[config.mk]
export PLATFORM = sky130hd
export DESIGN_NAME = bulls_cows_controller_flat
export DESIGN_NICKNAME = d
export VERILOG_FILES = /design/src/rtl/bulls_cows_controller_if.sv /design/src/rtl/bulls_cows_controller.sv /design/src/flat_wrapper.sv
export SDC_FILE = /design/constraint.sdc
export NUM_CORES = 1
export LEC_CHECK = 0
export CAP_MARGIN = 25
export CORE_ASPECT_RATIO = 0.8
export CORE_MARGIN = 2
export CORE_UTILIZATION = 25
export CTS_CLUSTER_SIZE = 28
export DETAILED_ROUTE_END_ITERATION = 8
export GPL_TIMING_DRIVEN = 0
export SYNTH_ARGS = -nofsm -noshare
export SYNTH_HDL_FRONTEND = slang
export SYNTH_SLANG_ARGS = --single-unit
[constraint.sdc]
create_clock -name clock -period 9.8 [get_ports clock]
set_input_delay 0.98 -clock clock [delete_from_list [all_inputs] [get_ports clock]]
set_output_delay 0.98 -clock clock [all_outputs]
set_load 0.005 [all_outputs]
[src/rtl/bulls_cows_controller_if.sv]
`default_nettype none
// ============================================================================
// Module      : bulls_cows_controller_if
// Description : Switch/enter inputs and display-facing game outputs of the
//               Bulls and Cows controller. Optional macro: ENTRY_ERROR_EN.
// Revision    : 1.0 - initial release
// ============================================================================
interface bulls_cows_controller_if #(
    parameter int POINTS_W = 8
);
    logic [15:0]         SW;
    logic                enter;
    logic [2:0]          game_state;
    logic                guess_confirmed;
    logic [2:0]          bull_count;
    logic [2:0]          cow_count;
    logic [POINTS_W-1:0] J1_points;
    logic [POINTS_W-1:0] J2_points;
`ifdef ENTRY_ERROR_EN
    logic                entry_error;
`endif

    // Controller side
    modport master (
        input  SW, enter,
        output game_state, guess_confirmed, bull_count, cow_count, J1_points, J2_points
`ifdef ENTRY_ERROR_EN
        , output entry_error
`endif
    );

    // Switch/display side
    modport slave (
        output SW, enter,
        input  game_state, guess_confirmed, bull_count, cow_count, J1_points, J2_points
`ifdef ENTRY_ERROR_EN
        , input entry_error
`endif
    );
endinterface
`default_nettype wire

[src/rtl/bulls_cows_controller.sv]
`default_nettype none
// ============================================================================
// Module      : bulls_cows_controller
// Description : Two-player Bulls and Cows game FSM with bull/cow scoring and
//               saturating win points. Optional macro: ENTRY_ERROR_EN.
// Revision    : 1.0 - initial release
// ============================================================================
module bulls_cows_controller #(
    parameter int MAX_DIGIT = 9,
    parameter int POINTS_W  = 8
) (
    input  wire logic               clock,
    input  wire logic               reset,
    bulls_cows_controller_if.master bus
);

    localparam logic [2:0] c_J1_SETUP  = 3'b000;
    localparam logic [2:0] c_J2_SETUP  = 3'b001;
    localparam logic [2:0] c_J1_GUESS  = 3'b010;
    localparam logic [2:0] c_J2_GUESS  = 3'b011;
    localparam logic [2:0] c_END_GAME  = 3'b111;
    localparam logic [3:0] c_MAX_DIGIT = 4'(MAX_DIGIT);

    logic [2:0]          r_state;
    logic                r_confirmed;
    logic [2:0]          r_bull;
    logic [2:0]          r_cow;
    logic [POINTS_W-1:0] r_j1_points;
    logic [POINTS_W-1:0] r_j2_points;
    logic [15:0]         r_secret1;
    logic [15:0]         r_secret2;

    logic [15:0]         w_opp_secret;
    logic                w_valid;
    logic [2:0]          w_bull;
    logic [2:0]          w_cow;

    function automatic logic [3:0] digit(input logic [15:0] v, input int idx);
        return v[15-4*idx -: 4];
    endfunction

    // Validity and scoring of the current switch value against the opponent's secret
    always_comb begin
        w_opp_secret = (r_state == c_J1_GUESS) ? r_secret2 : r_secret1;
        w_valid      = 1'b1;
        w_bull       = '0;
        w_cow        = '0;
        for (int i = 0; i < 4; i++) begin
            if (digit(bus.SW, i) > c_MAX_DIGIT)
                w_valid = 1'b0;
            if (digit(bus.SW, i) == digit(w_opp_secret, i))
                w_bull = w_bull + 3'd1;
            for (int j = 0; j < 4; j++) begin
                if (i != j) begin
                    if (digit(bus.SW, i) == digit(bus.SW, j))
                        w_valid = 1'b0;
                    if (digit(bus.SW, i) == digit(w_opp_secret, j))
                        w_cow = w_cow + 3'd1;
                end
            end
        end
    end

`ifdef ENTRY_ERROR_EN
    logic r_entry_error;
    logic w_reject;

    // Phase B and END_GAME consume enter without validating SW
    always_comb begin
        w_reject = 1'b0;
        if (bus.enter && !w_valid) begin
            case (r_state)
                c_J1_SETUP, c_J2_SETUP: w_reject = 1'b1;
                c_J1_GUESS, c_J2_GUESS: w_reject = !r_confirmed;
                default:                w_reject = 1'b0;
            endcase
        end
    end

    always_ff @(posedge clock or negedge reset) begin
        if (!reset) r_entry_error <= 1'b0;
        else        r_entry_error <= w_reject;
    end

    assign bus.entry_error = r_entry_error;
`endif

    always_ff @(posedge clock or negedge reset) begin
        if (!reset) begin
            r_state     <= c_J1_SETUP;
            r_confirmed <= 1'b0;
            r_bull      <= '0;
            r_cow       <= '0;
            r_j1_points <= '0;
            r_j2_points <= '0;
            r_secret1   <= '0;
            r_secret2   <= '0;
        end else begin
            case (r_state)
                c_J1_SETUP: begin
                    if (bus.enter && w_valid) begin
                        r_secret1 <= bus.SW;
                        r_state   <= c_J2_SETUP;
                    end
                end
                c_J2_SETUP: begin
                    if (bus.enter && w_valid) begin
                        r_secret2 <= bus.SW;
                        r_state   <= c_J1_GUESS;
                        r_bull    <= '0;
                        r_cow     <= '0;
                    end
                end
                c_J1_GUESS, c_J2_GUESS: begin
                    if (bus.enter) begin
                        if (r_confirmed) begin
                            r_confirmed <= 1'b0;
                            r_state     <= (r_state == c_J1_GUESS) ? c_J2_GUESS : c_J1_GUESS;
                        end else if (w_valid) begin
                            r_bull <= w_bull;
                            r_cow  <= w_cow;
                            if (w_bull == 3'd4) begin
                                r_state <= c_END_GAME;
                                if (r_state == c_J1_GUESS) begin
                                    if (r_j1_points != '1)
                                        r_j1_points <= r_j1_points + POINTS_W'(1);
                                end else begin
                                    if (r_j2_points != '1)
                                        r_j2_points <= r_j2_points + POINTS_W'(1);
                                end
                            end else begin
                                r_confirmed <= 1'b1;
                            end
                        end
                    end
                end
                c_END_GAME: begin
                    if (bus.enter) begin
                        r_state <= c_J1_SETUP;
                        r_bull  <= '0;
                        r_cow   <= '0;
                    end
                end
                default: r_state <= c_J1_SETUP;
            endcase
        end
    end

    assign bus.game_state      = r_state;
    assign bus.guess_confirmed = r_confirmed;
    assign bus.bull_count      = r_bull;
    assign bus.cow_count       = r_cow;
    assign bus.J1_points       = r_j1_points;
    assign bus.J2_points       = r_j2_points;

endmodule
`default_nettype wire

[src/flat_wrapper.sv]
// flat-port wrapper written by rule: the top's interface ports become plain ports
module bulls_cows_controller_flat 
#(
    parameter int MAX_DIGIT = 9,
    parameter int POINTS_W  = 8
)
  (clock, reset, bus_SW, bus_enter, bus_game_state, bus_guess_confirmed, bus_bull_count, bus_cow_count, bus_J1_points, bus_J2_points);
  bulls_cows_controller_if #(.POINTS_W(POINTS_W)) bus_i ();
  input  wire logic clock;
  input  wire logic reset;
  input wire logic [$bits(bus_i.SW)-1:0] bus_SW;
  input wire logic [$bits(bus_i.enter)-1:0] bus_enter;
  output wire logic [$bits(bus_i.game_state)-1:0] bus_game_state;
  output wire logic [$bits(bus_i.guess_confirmed)-1:0] bus_guess_confirmed;
  output wire logic [$bits(bus_i.bull_count)-1:0] bus_bull_count;
  output wire logic [$bits(bus_i.cow_count)-1:0] bus_cow_count;
  output wire logic [$bits(bus_i.J1_points)-1:0] bus_J1_points;
  output wire logic [$bits(bus_i.J2_points)-1:0] bus_J2_points;
  assign bus_i.SW = bus_SW;
  assign bus_i.enter = bus_enter;
  assign bus_game_state = bus_i.game_state;
  assign bus_guess_confirmed = bus_i.guess_confirmed;
  assign bus_bull_count = bus_i.bull_count;
  assign bus_cow_count = bus_i.cow_count;
  assign bus_J1_points = bus_i.J1_points;
  assign bus_J2_points = bus_i.J2_points;
  bulls_cows_controller #(.MAX_DIGIT(MAX_DIGIT), .POINTS_W(POINTS_W)) u_core (.clock(clock), .reset(reset), .bus(bus_i));
endmodule
==> summary.txt <==
Clock network
  • CTS buffer count: 9
  • Number of setup buffers added after CTS: 0
  • Max clock buf depth: 2
  • CTS H-Tree Depth: 3
  • Resized cells post-CTS: 0
  • Root buffer cell: clkbuf_16
  • CTS tree: built
  • Cts hold-fix bufs: 0
  • Clock latency on the worst-skew pair: roughly 0.34 ns
  • Clock sink total: 58
  • Clock Pin Slew Worst Setup and Hold Paths: 0.05 ns

Worst setup path
  • Crit path from: u_core.bus.game_state[0]$_DFFE_PN0P_
  • CP peak stage delay: 0.46 ns
  • CP dominant cell by count: xnor2_1
  • CP max stage cell: or3b_1
  • Setup Crit Path Kind: register to register
  • CP Max Fanout: 19
  • Worst path arrival time: 9.25 ns
  • Reg-to-Reg Start: u_core.bus.game_state[0]$_DFFE_PN0P_
  • Worst EP required: 10.00 ns
  • Crit path launch type: register
  • Crit path capture type: register

Finish
  • Area grow syn2layout: 21.8%
  • Area occupied by multi-input gates: 3400 um^2
  • N_diodes: 0
  • Layout cells sized above 1: 0.103
  • Total Nets Final: roughly 670
  • Fillcell total: between 2,000 and 2,500
  • Fin cells: between 900 and 1,000
  • Sequential standard cell area: 1450 um^2

Detailed routing
  • Final routed DRC violation total: 0
  • DR pass1 iterations: 7
  • Initial DRC count: 421
  • ANT nets after route: 0
  • DR vias/cell: 5.08
  • Total number of vias: 4,596
  • Wire per inst: 16.9 um
  • Routed Wire Length: 15,300 um

Min path
  • Hold crit path type: register to register
  • Hold path start: u_core.bus.cow_count[0]$_DFFE_PN0P_

Pwr
  • VDD IR max: 0.146 mV
  • Total chip power: 2020 uW
  • Power Dens Cells: 323 nW/um^2
  • Pleak: 0.00263 uW

Global route
  • Met2 global-route usage: 0.200
  • Overflow after GRT: 0
  • Grt met1 use: 0.220
  • Busiest grt layer: met1
  • Met3 Use GR: 0.0333
  • First-pass GRT wire length: 24,600 um
  • Tot GR Track Use: 0.144
  • Antenna violations before repair: 0
  • Vias in the first global route: 4,435
  • Largest net degree at the start of global routing: 39

Synthesis
  • Post-synth EDFFs: 0
  • Gate Count Post-Synth: 581
  • Synth top area share: 0.282
  • Unique masters post-synth: 66
  • Post-synth top cells: 86 x xnor2_1, 58 x dfrtp_1, 54 x nand2_1, 39 x inv_1, 33 x o21ai_0
  • Synthesized Nets: 617
  • Primary FF master, synth: dfrtp_1
  • Sequential share of the synthesized area: 0.282
  • Syn avg cell area: 8.85 um^2
  • YS warnings: 0
  • Yosys reg bits: 58
  • Top-count cell post-synth: xnor2_1
  • Synth Cell Area: 5140 um^2
  • Ys async rst share: 1.00
  • Yosys top cell by area: dfrtp_1
  • Synth area leaders: dfrtp_1 28%, xnor2_1 15%, mux2_2 4.6%

Floorplan
  • Die area: 21,700 um^2
  • Initial Util: 0.257
  • Core area: 20,000 um^2
  • Die height: 132 um
  • Num ports: 45
  • Die width: 164 um
  • Row cnt: 46

Timing
  • Total Neg Setup Slack: 0 ns
  • Tmin final: 9.05 ns
  • Slew HR: 0.319
  • Slew Limit Fails: 0
  • Final setup fails: 0
  • RSZ-0062 raised after global routing: false
  • Worst Slack Setup Final: 0.753 ns
  • Number of hold violations in the final report: 0
  • Clock Skew: 0.00839 ns
  • F_max: 111 MHz
  • Fin crit share: 0.923
  • Worst Tran Pin Value: 1.01 ns
  • Hold slack: 0.484 ns

Place
  • Placed cells: 889
  • Hpwl dp: between 10,000 and 15,000 um
  • Placement Setup Slack: 0.145 ns
  • Buffers added on ports: between 40 and 50
  • Routability congestion estimate: about 0.9

Run status
  • Status: completed

Run
  • MaxCap Viol Count: 0
## cells in the final DEF (no fill, tap or decap), types with 8 or more instances in the layout
cell type        Yosys  layout
clkbuf_1            15      14
nor4_1               9       8
mux2_2              21      21
o21ai_0             33      33
mux2i_1             15      15
nand4_1             15      15
clkbuf_16            0       9
nand2b_1            12      12
o22ai_1              8       8
a21oi_1             21      21
nand3_1             13      13
nor2_1              21      21
inv_1               39      39
ha_1                17      17
dfrtp_1             58      58
xnor2_1             86      86
clkdlybuf4s50_1      0      42
xor2_1              24      24
nand2_1             54      54
## worst max-delay path: cells and delay by family, from the launching register on
| family | cells | cell delay [ns] |
|---|---|---|
| xor+xnor | 10 | 1.78 |
| flops | 1 | 0.40 |
| simple gates | 5 | 1.10 |
| fa+ha+maj | 6 | 1.66 |
| compound gates | 9 | 2.04 |
| mux | 1 | 0.28 |
| buf+inv | 11 | 1.66 |
## through the flow
step / util / instance area (um^2)
floorplan: - / 5140
global placement: 0.296 / 5900
detailed placement: 0.296 / 5920
CTS: 0.313 / 6250
global route: 0.314 / 6260
finish: 0.314 / 6260
## layer usage
| layer | wire (um) | part of all wire |
|---|---|---|
| met3 | 1390 | 0.091 |
| met5 | 0 | 0 |
| met4 | 270 | 0.018 |
| met1 | 7480 | 0.49 |
| met2 | 6140 | 0.40 |
## registers in the layout (all words and copies together), names as in the netlist
name                        count
u_core.bus.J2_points            8
u_core.bus.J1_points            8
u_core.r_secret2               16
u_core.bus.guess_confirmed      1
u_core.bus.bull_count           3
u_core.r_secret1               16
u_core.bus.cow_count            3
u_core.bus.game_state           3
## cell families (layout without fill, tap and decap cells)
family | after synthesis | after routing | share of synthesized area
adder cells (fa/ha/maj) | 17 | 17 | 0.0414
AND/OR/NAND/NOR | 158 | 158 | 0.160
XOR/XNOR | 117 | 117 | 0.213
AO/OA/AOI/OAI | 123 | 123 | 0.166
buffers and inverters | 71 | 131 | 0.0589
multiplexers | 37 | 37 | 0.0779
flip-flops | 58 | 58 | 0.282
## cell type report
class / count / area share
sequential: 58 / 0.232
clock buffer: 10 / 0.0382
clock inverter: 6 / 0.0142
tap: 264 / 0.0527
timing repair buffer: 45 / 0.0719
buffer: 30 / 0.0238
inverter: 40 / 0.0240
multi-input combinational: 452 / 0.543
## power breakdown
| group | internal, uW | switching [uW] |
|---|---|---|
| Sequential | 303 | 87.9 |
| Clock | 230 | 121 |
| Combinational | 598 | 683 |
| Total | 1130 | 892 |
## final timing paths
check                      slack (ns)  depth (start not counted)                                   to
max                              0.75                         42  u_core.bus.cow_count[2]$_DFFE_PN0P_
min in group asynchronous        0.63                          1  u_core.bus.J1_points[6]$_DFFE_PN0P_
min reg2reg                      0.48                          2  u_core.bus.cow_count[0]$_DFFE_PN0P_
max in group asynchronous        8.57                          2      u_core.r_secret1[6]$_DFFE_PN0P_
min                              0.48                          2  u_core.bus.cow_count[0]$_DFFE_PN0P_
max reg2reg                      0.75                         42  u_core.bus.cow_count[2]$_DFFE_PN0P_
No activity file was read; power rests on OpenSTA's default activity.
==> patch 1 (config.mk and constraints unchanged) <==
`POINTS_W` is set to 8 in 3 places; all go to 12.
--- a/src/rtl/bulls_cows_controller_if.sv
+++ b/src/rtl/bulls_cows_controller_if.sv
@@ -7,5 +7,5 @@
 // ============================================================================
 interface bulls_cows_controller_if #(
-    parameter int POINTS_W = 8
+    parameter int POINTS_W = 12
 );
     logic [15:0]         SW;
--- a/src/rtl/bulls_cows_controller.sv
+++ b/src/rtl/bulls_cows_controller.sv
@@ -8,5 +8,5 @@
 module bulls_cows_controller #(
     parameter int MAX_DIGIT = 9,
-    parameter int POINTS_W  = 8
+    parameter int POINTS_W  = 12
 ) (
     input  wire logic               clock,
--- a/src/flat_wrapper.sv
+++ b/src/flat_wrapper.sv
@@ -3,5 +3,5 @@
 #(
     parameter int MAX_DIGIT = 9,
-    parameter int POINTS_W  = 8
+    parameter int POINTS_W  = 12
 )
   (clock, reset, bus_SW, bus_enter, bus_game_state, bus_guess_confirmed, bus_bull_count, bus_cow_count, bus_J1_points, bus_J2_points);
Interface: changed (resized bus_J1_points and bus_J2_points); port bits go from 45 to 53. The function was not compared with the original's and may differ.
==> patch 1 against the unedited design <==
  * Clock skew is 0.0052 ns higher
  * Area after synthesis rose by 5.2%
  * Sequential share of layout area up 1.8 points
  * Setup slack better by 0.15 ns
  * Power decreased by 3.0%
  * Routed wire length shrank 7.9%
  * Final area is 5.6% higher
  * Global-route usage decreased by 1.6 points
  * Via count is 6.2% lower
  * Sequential power up 5.4%
  * Critical path depth is 5 lower
  * Sequential cell count increased by 8
  * Largest power group unchanged
==> patch 1: results (changes against the unedited design) <==
[global_routing]
grt_pass1_wl_mm=22.9  ; -6.9%
grt_pass1_vias=4230  ; -4.6%
grt.total_usage_pct=12.8  ; -1.6 points

[synthesis]
synth_fa_ha_area_share_pct=3.93  ; -0.21 points
ys_types=65  ; -1.5%
synth.area.mux_share_pct=10.1  ; +2.3 points
ys_seq_area_share_pct=30.5  ; +2.3 points
ys_top_cells_by_count=xnor2_1, dfrtp_1, nand2_1
synth_nets=601  ; -2.6%
avgSynthCellArea_um2=9.58  ; +8.2%
yosys-top-cells-area=dfrtp_1, xnor2_1, mux2_2, xor2_1, ha_1
synth-compound-area-share_pct=10.1  ; -6.5 points
synth_xor_area_share_pct=23.4  ; +2.1 points

[run_status]
status=complete, no violations

[critical_path]
reg2reg_depth=37  ; -12%
rrSetupSlack_ns=0.90  ; +0.15 ns
max_stage_delay_ns=0.80  ; +0.34 ns
crit_family=XOR/XNOR gates
cp_slowest_cell=nor4_1

[placement]
portBuffers=46  ; +7.0%
detailedPlace.worstSlack_ns=0.776  ; +0.631 ns
dp_cells=890  ; +0.11%
place.gp.congestion=0.832  ; -7.2%
place_hpwl_mm=10.4  ; -11%

[timing]
fin_skew_ns=0.0136  ; +0.00524 ns
relSlewSlack_pct=36.9  ; +5.0 points

[power]
max-vdd-ir-drop_uv=118  ; -20%
p_leak_nw=2.76  ; +5.0%

[drt]
drtIter0Drc=305  ; -28%
routed_wl_mm=14.1  ; -7.9%
vias=4312  ; -6.2%
drt_pre_antenna_iters=4  ; -3

[clock_tree]
clk_pin_slew_ns=0.06

[layout]
drive_gt1_share_pct=12.8  ; +2.5 points

[min_path]
worstHoldStart=u_core.bus.J2_points[5]
hold_end=u_core.bus.J2_points[5]

## patch 1: cell types whose count changed after synthesis, sizes merged, moves of 4 or more
cell,delta
a21oi,-12
clkbuf,+4
dfrtp,+8
inv,-11
mux2,+9
nand2,-7
nor2b,+5
nor3,+6
o211ai,-5
o21ai,-15
o32ai,-4
xnor2,+15
## patch 1: through the flow
step	instance area [µm²]	util, %	hold slack (ns)
after global routing	6610	30.9	0.514
after detailed placement	6280	29.4	0.479
after floorplan	5410	-	0.473
after global placement	6220	29.1	0.469
final	6610	30.9	0.486
after CTS	6600	30.9	0.491
## patch 1: layer usage
| metal | track usage [%] | routed length, µm |
|---|---|---|
| met1 | 17.6 | 6990 |
| met2 | 20.6 | 6350 |
| met3 | 1.75 | 451 |
| met4 | 5.03 | 281 |
| met5 | 0 | 0 |
## patch 1: layout make-up
cell class,count,area (µm²),share of cell area (%)
buffer,32,151,2.29
clock inverter,6,88.8,1.34
tap,275,344,5.20
clock buffer,10,239,3.61
timing repair buffer,52,519,7.85
sequential,66,1650,25.0
multi-input combinational,439,3510,53.1
inverter,28,105,1.59
## patch 1: worst max path at each step
stage	startpoint	to	slack [ns]	cells past startpoint
after floorplan	u_core.bus.game_state[0]	u_core.bus.cow_count[2]	2.23	36
after global placement	bus_SW[15]	u_core.bus.cow_count[2]	0.84	33
after detailed placement	bus_SW[15]	u_core.bus.cow_count[2]	0.78	33
after CTS	u_core.bus.game_state[0]	u_core.bus.cow_count[2]	0.96	37
after global routing	u_core.bus.game_state[0]	u_core.bus.cow_count[2]	0.30	37
final	u_core.bus.game_state[0]	u_core.bus.cow_count[2]	0.90	37
## patch 1: cells by family after synthesis
family / after synthesis
xor+xnor: 134
buf+inv: 60
flops: 66
simple gates: 167
compound gates: 73
fa+ha+maj: 17
mux: 48
## patch 1: power breakdown
part | total, mW | internal [mW] | switching (mW)
clock | 0.356 | 0.230 | 0.126
combinational | 1.19 | 0.573 | 0.620
sequential | 0.412 | 0.343 | 0.0688
==> patch 2 (config.mk and constraints unchanged) <==
Made on the original files. `MAX_DIGIT` is set to 9 in 2 places; all go to 4.
--- a/src/rtl/bulls_cows_controller.sv
+++ b/src/rtl/bulls_cows_controller.sv
@@ -7,5 +7,5 @@
 // ============================================================================
 module bulls_cows_controller #(
-    parameter int MAX_DIGIT = 9,
+    parameter int MAX_DIGIT = 4,
     parameter int POINTS_W  = 8
 ) (
--- a/src/flat_wrapper.sv
+++ b/src/flat_wrapper.sv
@@ -2,5 +2,5 @@
 module bulls_cows_controller_flat 
 #(
-    parameter int MAX_DIGIT = 9,
+    parameter int MAX_DIGIT = 4,
     parameter int POINTS_W  = 8
 )
Function: changed (a bounded check fails within 4 cycles, from zero or initial values and one cycle with reset low).
==> patch 2 against the unedited design <==
  * Setup slack lost 0.067 ns
  * Via count shrank 4.5%
  * Area after synthesis grew 1.2%
  * Sequential cell count is the same
  * Cell count shrank 0.33%
  * Routed wire length shrank 7.8%
  * Global-route usage shrank 0.93 points
  * Final area is essentially flat
  * Hold slack gained 0.0058 ns
  * Highest routed layer unchanged
Power is not compared: it rests on default switching activity, and its combinational part moved more than twofold at a synthesized area within 25%.
==> patch 2: results (changes against the unedited design) <==
[run_status]
status=complete, no violations

[critical_path]
max_stage_delay_ns=0.59  ; +0.13 ns
cp_max_fo=10  ; -9
reg2reg_depth=39  ; -7.1%
cp_slowest_cell=or4_1
rrSetupSlack_ns=0.70  ; -0.05 ns
crit_arrival_ns=9.33  ; +0.08 ns
crit_family=simple AND/OR/NAND/NOR gates
reg2reg_to=u_core.bus.cow_count[2]
reg2reg_from=u_core.bus.game_state[1]

[timing]
final-hold-violation-count=0  ; unchanged
fin_skew_ns=0.00656  ; -0.00183 ns
relSlewSlack_pct=27.5  ; -4.4 points

[layout]
fill_cells=2148  ; +2.5%
drive_gt1_share_pct=11.8  ; +1.6 points
final_nets=664  ; -1.2%

[drt]
drtIter0Drc=268  ; -36%
wl_per_cell_um=15.6  ; -7.5%
drt_pre_antenna_iters=5  ; -2
vias=4391  ; -4.5%

[global_routing]
grt_pass1_vias=4142  ; -6.6%
grt_max_degree=59  ; +51%
grt.total_usage_pct=13.5  ; -0.93 points
grt_pass1_wl_mm=22.7  ; -7.6%

[synthesis]
synth_nets=611  ; -0.97%
synth_fa_ha_area_share_pct=4.09  ; -0.049 points
synth-compound-area-share_pct=14.5  ; -2.2 points
ys_types=66  ; unchanged
yosys-top-cells-area=dfrtp_1, xnor2_1, mux2_2, ha_1, xor2_1
ys_warn_count=0  ; unchanged
synth.area.mux_share_pct=9.23  ; +1.4 points
synth_xor_area_share_pct=20.2  ; -1.1 points
ys_top_cells_by_count=xnor2_1, dfrtp_1, nand2_1, nor2_1, inv_1
ys_seq_area_share_pct=27.9  ; -0.33 points

[min_path]
worstHoldStart=u_core.bus.bull_count[0]
hold_end=u_core.bus.bull_count[0]

[placement]
place.gp.congestion=0.860  ; -4.1%
portBuffers=40  ; -7.0%
place_hpwl_mm=10.8  ; -6.8%

[clock_tree]
cts_htree_levels=3  ; unchanged

## patch 2: cell types whose count changed after synthesis, moves of 5 or more
cell      before  now
nor3_1         3   12
nor2b_1        3   12
nor2_1        21   39
o21ai_0       33   22
nand2_1       54   39
nand4_1       15    9
and3_1         5   11
o221ai_1       7    2
## patch 2: per-stage QoR
stage	area (µm²)	hold WS, ns	std cells	setup slack, ns	total power, mW
floorplan	5200	0.473	575	1.86	0.725
global placement	5940	0.464	884	0.388	0.837
detailed placement	5950	0.487	886	0.346	0.849
CTS	6250	0.499	902	0.533	1.18
global route	6260	0.521	902	0.0380	1.25
finish	6260	0.490	902	0.686	1.17
## patch 2: worst max-delay path by stage
stage                                        start                 endpoint  slack [ns]  cells after the start
after global routing      u_core.bus.game_state[1]  u_core.bus.cow_count[2]        0.04                     39
after detailed placement                bus_SW[13]  u_core.bus.cow_count[2]        0.35                     35
final                                   bus_SW[13]  u_core.bus.cow_count[2]        0.69                     36
after CTS                 u_core.bus.game_state[1]  u_core.bus.cow_count[2]        0.53                     39
after global placement                  bus_SW[13]  u_core.bus.cow_count[2]        0.39                     35
after floorplan                         bus_SW[14]  u_core.bus.cow_count[2]        1.86                     36
## patch 2: routing by layer
metal	track usage [%]	wire [µm]
met5	0	0
met4	3.69	126
met3	4.33	1130
met2	18.5	5810
met1	20.0	7030
## patch 2: area by class of cell
type	instances	area [µm²]	share of cell area, %
flip-flops and latches	58	1450	23.2
clock buffers	10	239	3.82
inverters	37	141	2.26
repair buffers	42	408	6.52
multi-input cells	449	3450	55.2
clock inverters	6	66.3	1.06
plain buffers	31	163	2.60
well taps	269	337	5.38
## patch 2: where the power goes
group          switching, mW  total [mW]  internal (mW)
logic                  0.330       0.594          0.264
clock network          0.115       0.319          0.203
registers            0.00731       0.256          0.248
total                  0.452        1.17          0.716
